`src/rtl/dp_ram_pkg.sv`:
```
// Shared constants and port bundle for the 32Kx4 dual-port RAM and its arbiter.
// Latency: none (types and constants only).
// Backpressure: not applicable.
package dp_ram_pkg;

   localparam int DP_RAM_AW = 15;
   localparam int DP_RAM_DW = 4;

   // One RAM port's control bundle; both ports use the same layout.
   typedef struct packed {
      logic                 rw;
      logic [DP_RAM_AW-1:0] addr;
      logic [DP_RAM_DW-1:0] din;
   } dp_port_t;

endpackage

```
`src/rtl/dp_ram_arbiter_rr_pick.sv`:
```
// Circular first-one finder: the first set mask bit at or after start, wrapping.
// Latency: purely combinational.
// Backpressure: not applicable; the result is recomputed every cycle.
module rr_pick #(
   parameter int N  = 4,
   parameter int IW = (N > 1) ? $clog2(N) : 1
) (
   input  logic [N-1:0]  mask,
   input  logic [IW-1:0] start,
   output logic          found,
   output logic [IW-1:0] idx
);

   logic [IW:0]   sum;
   logic [IW-1:0] k;

   // Walk the N positions from start, keeping the first hit.
   always_comb begin
      found = 1'b0;
      idx   = '0;
      sum   = '0;
      k     = '0;
      for (int i = 0; i < N; i++) begin
         sum = {1'b0, start} + (IW+1)'(i);
         if (sum >= (IW+1)'(N)) begin
            sum = sum - (IW+1)'(N);
         end
         k = sum[IW-1:0];
         if (!found && mask[k]) begin
            found = 1'b1;
            idx   = k;
         end
      end
   end

endmodule

```
`src/rtl/dp_ram_arbiter.sv`:
```
// Round-robin arbiter granting up to two requesters per cycle onto the dual-port RAM.
// Latency: grant is combinational; read data returns exactly one cycle after grant.
// Backpressure: requesters hold req until gnt; no stall on read return. Option: DP_ARB_COLLISION_CHECK_EN.
module dp_ram_arbiter
   import dp_ram_pkg::*;
#(
   parameter int NREQ = 4,
   parameter int AW   = DP_RAM_AW,
   parameter int DW   = DP_RAM_DW
) (
   input  logic               clk,
   input  logic               rst,
   input  logic [NREQ-1:0]    req,
   input  logic [NREQ-1:0]    we,
   input  logic [NREQ*AW-1:0] addr,
   input  logic [NREQ*DW-1:0] wdata,
   output logic [NREQ-1:0]    gnt,
   output logic [NREQ-1:0]    rvalid,
   output logic [NREQ*DW-1:0] rdata,
   output logic               ram_rw_1,
   output logic               ram_rw_2,
   output logic [AW-1:0]      ram_addr_1,
   output logic [AW-1:0]      ram_addr_2,
   output logic [DW-1:0]      ram_din_1,
   output logic [DW-1:0]      ram_din_2,
   input  logic [DW-1:0]      ram_dout_1,
   input  logic [DW-1:0]      ram_dout_2
);

   localparam int IW = (NREQ > 1) ? $clog2(NREQ) : 1;

   logic [AW-1:0]   req_addr  [NREQ];
   logic [DW-1:0]   req_wdata [NREQ];
   logic [DW-1:0]   rd_slice  [NREQ];
   logic [NREQ-1:0] p2_mask;
   logic [IW-1:0]   ptr, ptr_nxt, p1_idx, p2_idx, pend_idx_1, pend_idx_2;
   logic            p1_found, p2_found, pend_v_1, pend_v_2;
   dp_port_t        port_1, port_2;

   for (genvar k = 0; k < NREQ; k++) begin : g_slice
      assign req_addr[k]         = addr[k*AW +: AW];
      assign req_wdata[k]        = wdata[k*DW +: DW];
      assign rdata[k*DW +: DW]   = rd_slice[k];
   end

   rr_pick #(.N(NREQ), .IW(IW)) u_pick_1 (
      .mask(req), .start(ptr), .found(p1_found), .idx(p1_idx)
   );

   // Port 2 resumes the scan at the port-1 winner, which is masked out.
   rr_pick #(.N(NREQ), .IW(IW)) u_pick_2 (
      .mask(p2_mask), .start(p1_idx), .found(p2_found), .idx(p2_idx)
   );

`ifdef DP_ARB_COLLISION_CHECK_EN
   logic [NREQ-1:0] collide;
   for (genvar k = 0; k < NREQ; k++) begin : g_collide
      assign collide[k] = (req_addr[k] == req_addr[p1_idx]);
   end

   // Same-address candidates wait, so the RAM never sees a port collision.
   always_comb begin
      p2_mask         = req & ~collide;
      p2_mask[p1_idx] = 1'b0;
   end
`else
   // Any other requester may take port 2; same-address pairs follow RAM behaviour.
   always_comb begin
      p2_mask         = req;
      p2_mask[p1_idx] = 1'b0;
   end
`endif

   // Grants, port drive and pointer advance; everything idles while in reset.
   always_comb begin
      gnt     = '0;
      port_1  = '0;
      port_2  = '0;
      ptr_nxt = ptr;
      if (!rst && p1_found) begin
         gnt[p1_idx] = 1'b1;
         port_1.rw   = we[p1_idx];
         port_1.addr = req_addr[p1_idx];
         port_1.din  = req_wdata[p1_idx];
         ptr_nxt     = (p1_idx == IW'(NREQ-1)) ? '0 : p1_idx + 1'b1;
         if (p2_found) begin
            gnt[p2_idx] = 1'b1;
            port_2.rw   = we[p2_idx];
            port_2.addr = req_addr[p2_idx];
            port_2.din  = req_wdata[p2_idx];
            ptr_nxt     = (p2_idx == IW'(NREQ-1)) ? '0 : p2_idx + 1'b1;
         end
      end
   end

   assign ram_rw_1   = port_1.rw;
   assign ram_addr_1 = port_1.addr;
   assign ram_din_1  = port_1.din;
   assign ram_rw_2   = port_2.rw;
   assign ram_addr_2 = port_2.addr;
   assign ram_din_2  = port_2.din;

   // Pointer and one pending-read slot per port, reloaded every cycle.
   always_ff @(posedge clk) begin
      if (rst) begin
         ptr        <= '0;
         pend_v_1   <= 1'b0;
         pend_idx_1 <= '0;
         pend_v_2   <= 1'b0;
         pend_idx_2 <= '0;
      end else begin
         ptr        <= ptr_nxt;
         pend_v_1   <= p1_found && !we[p1_idx];
         pend_idx_1 <= p1_idx;
         pend_v_2   <= p1_found && p2_found && !we[p2_idx];
         pend_idx_2 <= p2_idx;
      end
   end

   // Route each port's RAM output back to the requester that issued the read.
   always_comb begin
      rvalid   = '0;
      rd_slice = '{default: '0};
      if (!rst) begin
         if (pend_v_1) begin
            rvalid[pend_idx_1]   = 1'b1;
            rd_slice[pend_idx_1] = ram_dout_1;
         end
         if (pend_v_2) begin
            rvalid[pend_idx_2]   = 1'b1;
            rd_slice[pend_idx_2] = ram_dout_2;
         end
      end
   end

endmodule

```
`config.mk`:
```
export PLATFORM = sky130hd
export DESIGN_NAME = dp_ram_arbiter
export DESIGN_NICKNAME = d
export VERILOG_FILES = /design/src/rtl/dp_ram_pkg.sv /design/src/rtl/dp_ram_arbiter_rr_pick.sv /design/src/rtl/dp_ram_arbiter.sv
export SDC_FILE = /design/constraint.sdc
export NUM_CORES = 1
export LEC_CHECK = 0
export CORE_UTILIZATION = 41
export CTS_CLUSTER_DIAMETER = 50
export CTS_CLUSTER_SIZE = 40
export DETAILED_ROUTE_END_ITERATION = 8
export PLACE_DENSITY_LB_ADDON = 0.08
export SYNTH_ARGS = -nofsm -noshare
export SYNTH_HDL_FRONTEND = slang
export SYNTH_SLANG_ARGS = --single-unit
```
`constraint.sdc`:
```
create_clock -name clk -period 11.1 [get_ports clk]
set_clock_uncertainty 0.1 [all_clocks]
set_input_delay 3.33 -clock clk [delete_from_list [all_inputs] [get_ports clk]]
set_output_delay 3.33 -clock clk [all_outputs]
set_load 0.1 [all_outputs]
```
## After elaboration in Yosys (flattened, before gate mapping)

Index checks and enable logic that the tools add are counted.

- $add $sub $neg: 16
- Magnitude comparators: 30
- Eq/ne operators: 2
- Mux-type cells: 85
- Bitwise operators: 9
- Reductions and logical operators: 25

Operators with widths:

| cell | number |
|---|---|
| $mux 16 | 4 |
| $bmux 15 s2 | 2 |
| $mux 15 | 4 |
| $mux 20 | 3 |
| $mux 4 | 12 |
| $mux 2 | 19 |
| $lt 2x3->1 const B | 12 |
| $ge 3x3->1 const B | 10 |
| $mux 1 | 22 |
| $bmux 1 s2 | 10 |
| $and 16x16->16 | 1 |
| $bmux 4 s2 | 2 |
| $bwmux 16 | 1 |
| $demux 4 s2 | 2 |
| $logic_and 1x1->1 | 16 |
| $sub 2x1->2 const B | 8 |
| $add 2x2->3 const B | 4 |
| $not 2->3 | 4 |
| $logic_not 1->1 | 9 |
| $demux 1 s2 | 4 |
| $ge 2x1->1 const B | 4 |
| $or 4x4->4 | 2 |
| $add 2x1->3 const B | 2 |
| $ge 2x3->1 const B | 2 |
| other kinds (5) | 8 |

- Bits in registers: 8
- Bits of input ports: 94
- Output and inout bits: 64
- Word-level logic and storage cells: 172

## Longest topological paths before layout

Gate-level depths: netlist of the first run.

- Depth after elaboration: 39
- Mapped depth: 20
- Mapped depth without buffers: 15

## Cells and area by module

From an unflattened synthesis of the first run, not the netlist that was laid out.

- Cells, all modules: 225
- Area, all modules: 2145.8 µm²

Modules (own cells, without submodules):

| module | times used | cells each | area an instance (µm²) | seq. area each (µm²) |
|---|---|---|---|---|
| dp_ram_arbiter | 1 | 195 | 1990.7 | 160.2 |
| rr_pick | 2 | 15 | 77.6 | 0.0 |

## Worst setup path after synthesis of the first run

No wires, ideal clock.

- Path kind: input to output
- Start point: input port req[1]
- End point: output port ram_addr_2[0]
- Arrival time: 7478 ps
- Data required time: 7670 ps
- Setup slack: 192 ps
- Cell stages on the path: 17
- Path buffers: 5
- Cell sequence: buf_4 and2b_4 a211oi_4 nor2_2 inv_2 buf_6 clkbuf_1 ha_1 nand2b_1 a211oi_1 a21o_1 a21bo_2 a32oi_1 buf_4 buf_2 mux2i_1 o22ai_1

- Longest elaborated chain between the ends: 36
- Elaborated cells between the ends (all ways): 73
- Classes of those cells: 7 x add/sub; 6 x order compare; 43 x mux; 3 x bitwise; 14 x reduce/logical

RTL lines:

| what | line | RTL |
|---|---|---|
| start, declared | dp_ram_arbiter.sv:13 | `input logic [NREQ-1:0] req,` |
| $bmux 1 s2 | dp_ram_arbiter_rr_pick.sv:29 | `if (!found && mask[k]) begin` |
| $mux 1 (implied by the code) | dp_ram_arbiter_rr_pick.sv:29 |  |
| $mux 1 | dp_ram_arbiter_rr_pick.sv:29 |  |
| $logic_not 1->1 | dp_ram_arbiter_rr_pick.sv:29 |  |
| $logic_and 1x1->1 | dp_ram_arbiter_rr_pick.sv:29 |  |
| $mux 1 | dp_ram_arbiter_rr_pick.sv:29 |  |
| $logic_not 1->1 | dp_ram_arbiter_rr_pick.sv:29 |  |
| $logic_and 1x1->1 | dp_ram_arbiter_rr_pick.sv:29 |  |
| [19 not listed] | n/a |  |
| $logic_not 1->1 | dp_ram_arbiter_rr_pick.sv:29 |  |
| $logic_and 1x1->1 | dp_ram_arbiter_rr_pick.sv:29 |  |
| $mux 2 | dp_ram_arbiter_rr_pick.sv:29 |  |
| $not 2->3 (implied by the code) | dp_ram_arbiter.sv:89 | `port_2.addr = req_addr[p2_idx];` |
| $bmux 15 s2 | dp_ram_arbiter.sv:89 |  |
| $mux 15 (implied by the code) (2 in series) | dp_ram_arbiter.sv:89 |  |
| $mux 20 | dp_ram_arbiter.sv:86 | `if (p2_found) begin` |
| $mux 20 * | dp_ram_arbiter.sv:80 | `if (!rst && p1_found) begin` |
| end, declared | dp_ram_arbiter.sv:23 | `output logic [AW-1:0] ram_addr_2,` |

Every way passes the cells marked *; elsewhere a longest branch is shown, timed or not. The select of a mux whose other input is x is not followed.

## Final worst setup path of the first run

- Start point: input port req[1]
- End point: output port ram_addr_2[10]

Same word-level chain as after synthesis.

==> summary.md, run 1 <==
| Metric | Value |
|---|---|
| Starting density of the core | `0.4361` |
| Num CTS Buffers | `3` |
| Root Driver | `clkbuf_8` |
| R2R Setup Slk | `7.18 ns` |
| Unique cell type count in the Yosys netlist | `52` |
| RSZ-0062 raised after global routing | `false` |
| Slew HR | `0.3393` |
| Fin. Hold Viols | `0` |
| Layout filler cell count | `429` |
| H-tree depth | `1` |
| Max Root-Sink Buffers | `2` |
| Diodes inserted | `0` |
| Comb pwr share | `0.943` |
| Final non-filler cell total | `around 590` |
| Fin util | `0.7639` |
| Net switching power | `0.001011 W` |
| Period Utilization, post-route | `0.9612` |
| Max VDD drop | `0.3123 mV` |
| Max stage delay on crit path | `0.66 ns` |
| Pin count of the biggest net entering global routing | `48` |
| Worst setup EP type | `primary output` |
| DR DRC count | `0` |
| YS warnings | `0` |
| Setup_tns | `0 ns` |
| Outcome | `finished clean` |
| Vias in the first global route | `3300` |
| Most common cell after layout, fill and taps aside | `clkdlybuf4s50_1` |
| Average wire per standard cell | `roughly 16 um` |
| DR vias | `roughly 3500` |
| Min-delay worst type | `reg2reg` |
| CP endpoint | `ram_addr_2[10]` |
| PwrDens | `~360 mW/mm^2` |
| Post-cts gate resize count | `0` |
| Slew @ Worst Pin | `0.9880 ns` |
| Rows | `27` |
| Most frequent cells in the layout | `113 x clkdlybuf4s50_1, 89 x nand2_1, 57 x mux2i_1, 37 x nor2_1, 27 x buf_12` |
| Clk sinks | `8` |
| Initial antenna violation count | `0` |
| Max Fclk | `93.73 MHz` |
| Cts hold-fix bufs | `0` |
| Die Wd | `79.70 um` |
| Hpwl dp | `7415 um` |
| Reg2reg end | `ptr[1]$_SDFFE_PP0P_` |
| Crit path time final | `10.67 ns` |
| #FFs+latches synth | `8` |
| Mapped Nets | `479` |
| CTS tree | `yes` |
| Fin nets | `620` |
| Critical path launch point | `req[1]` |
| Setup bufs post-CTS | `0` |
| Max-cap violations | `0` |
| Largest delay share family, worst path | `compound AO/OA/AOI/OAI gates` |
| Detail-routed via count per cell | `about 5.9` |
| CP required | `7.67 ns` |
| Commonest register cell after synthesis | `dfxtp_1` |
| Area of the mapped netlist | `0.002475 mm^2` |
| Placer's final routability congestion estimate | `about 0.93` |
| Global Route Usage Sum | `0.2900` |
| Register area | `160.2 um^2` |
| Global-route wire length before repair | `15010 um` |
| Layout cell share with drive strength beyond 1 | `0.1368` |
| Register area share after synthesis | `0.06471` |
| EDFF count, synth | `0` |
| Placed Cells | `588` |
| Port buffer count | `157` |
| Drt initial violations | `250` |
| Worst path slowest cell | `clkdlybuf4s50_1` |
| Critical Path, Cell by Cell | `clkdlybuf4s50_1 > and2b_4 > nor2_1 > o221a_2 > inv_4 > ha_1 > nor2b_1 > a21boi_0 > o22ai_1 > a221oi_1 > a32o_2 > nand2_1 > buf_4 > o22ai_1 > buf_12` |
| Element type at the critical path start | `input pin` |
| Worst R2R Path Depth | `14` |
| Synth async-reset ratio | `0` |
| Reg2reg start | `ptr[1]$_SDFFE_PP0P_` |
| Lkg Pwr | `1.980 nW` |
| Syn Area/Cell | `6.513 um^2` |
| Remaining antenna violation count | `0` |
| Levels on crit path | `15` |
| Drt total wl | `9615 um` |
| CP arrival | `just over 7 ns` |
| Crit path buffers/inverters | `4` |
| DIE AREA | `0.006351 mm^2` |
| Die Y-Extent | `between 70 and 80 um` |
| Worst Setup Path Type | `in2out` |
| Part of the power in registers | `0.036` |
| Internal power | `0.0005661 W` |
| Area delta synth->final | `75.18%` |
| Cell count after synthesis | `380` |
| Final setup viols | `0` |
| CP max FO | `13` |
| Area of the multi-input gates | `0.002126 mm^2` |
| Worst-Skew Late Latency | `0.22 ns` |
| Ports | `158` |
| Sw Ratio | `0.6411` |
| Max Transition Viols Final | `0` |
| 1st-pass router iterations | `5` |
| GRT overflow | `0` |
| Core Region | `between 0.005 and 0.006 mm^2` |
| Clk pin slew, worst setup/hold paths | `0.04 ns` |
| Clock share of power | `0.022` |
| Most frequent CP cell | `o22ai_1` |
[synthesized netlist by cell type (6+ instances only)]
master	instances	area share
nor2b_1	6	0.015
buf_2	6	0.012
and3_1	19	0.048
o21ai_0	10	0.020
dfxtp_1	8	0.065
a311oi_1	20	0.071
inv_1	11	0.017
nand2_1	89	0.13
clkbuf_1	16	0.024
nor2_1	37	0.056
o22ai_1	19	0.048
a21oi_1	8	0.016
mux2i_1	57	0.23
[layer usage]
metal  track usage  routed length, um  share of wire
met1        0.3315               3744           0.39
met2        0.5265               4794           0.50
met3       0.05943                771          0.080
met4        0.1000                305          0.032
met5             0                  0              0
[area by class of cell]
type / instances / share of cell area
clock buffers: 3 / 0.009524
inverters: 13 / 0.01183
multi-input cells: 329 / 0.4903
flip-flops and latches: 8 / 0.03694
well taps: 72 / 0.02078
repair buffers: 166 / 0.4306
[logic make-up after synthesis]
kind of cell             Yosys count  synth area share
buffers and inverters             43           0.08595
AND/OR/NAND/NOR                  184            0.3448
flip-flops                         8           0.06471
adder cells (fa/ha/maj)            5           0.02528
multiplexers                      57            0.2305
AO/OA/AOI/OAI                     83            0.2487
[worst min path at each step]
stage | startpoint | depth (start not counted) | slack (ns) | end
final | ptr[0]$_SDFFE_PP0P_ | 2 | 0.54 | ptr[0]$_SDFFE_PP0P_
after global routing | ptr[0]$_SDFFE_PP0P_ | 2 | 0.57 | ptr[0]$_SDFFE_PP0P_
after detailed placement | ptr[0]$_SDFFE_PP0P_ | 2 | 0.53 | ptr[0]$_SDFFE_PP0P_
after global placement | ptr[0]$_SDFFE_PP0P_ | 2 | 0.51 | ptr[0]$_SDFFE_PP0P_
after CTS | ptr[0]$_SDFFE_PP0P_ | 2 | 0.54 | ptr[0]$_SDFFE_PP0P_
after floorplan | ptr[0]$_SDFFE_PP0P_ | 1 | 0.46 | pend_idx_1[0]$_SDFF_PP0_
[through the flow]
stage	hold slack [ns]	setup slack [ns]	area, um^2	total power, W
after detailed placement	0.5327	0.5305	4294	0.001533
after CTS	0.5384	0.4788	4335	0.001573
after global placement	0.5096	0.4892	4294	0.001524
after floorplan	0.4622	0.1925	2475	0.001091
after global routing	0.5733	0.1859	4335	0.001637
final	0.5366	0.4307	4335	0.001577
[worst min-delay path, cell delays in order, from the launching register on]
cell and delay (ns):
dfxtp_1 0.39, a21oi_1 0.16, nor2_1 0.05
[state kept, by name (all words and copies together), names as in the netlist]
register / cells
ptr: 2
pend_idx_2: 2
pend_idx_1: 2
pend_v_1: 1
pend_v_2: 1
[power groups by stage]
stage / Sequential (W) / Clock, W / Combinational (W)
detailed placement: 0.0000557 / 0 / 0.00148
global placement: 0.0000545 / 0 / 0.00147
global route: 0.0000580 / 0.0000362 / 0.00154
finish: 0.0000562 / 0.0000342 / 0.00149
CTS: 0.0000555 / 0.0000356 / 0.00148
floorplan: 0.0000490 / 0 / 0.00104
Note: power is estimated with default switching activity, not from simulation.
==> run 2, diff against run 1 <==
- TNS_END_PERCENT: default -> 50
==> results of run 2 <==
No change in the layout: final DEF, timing and power equal those of run 1.
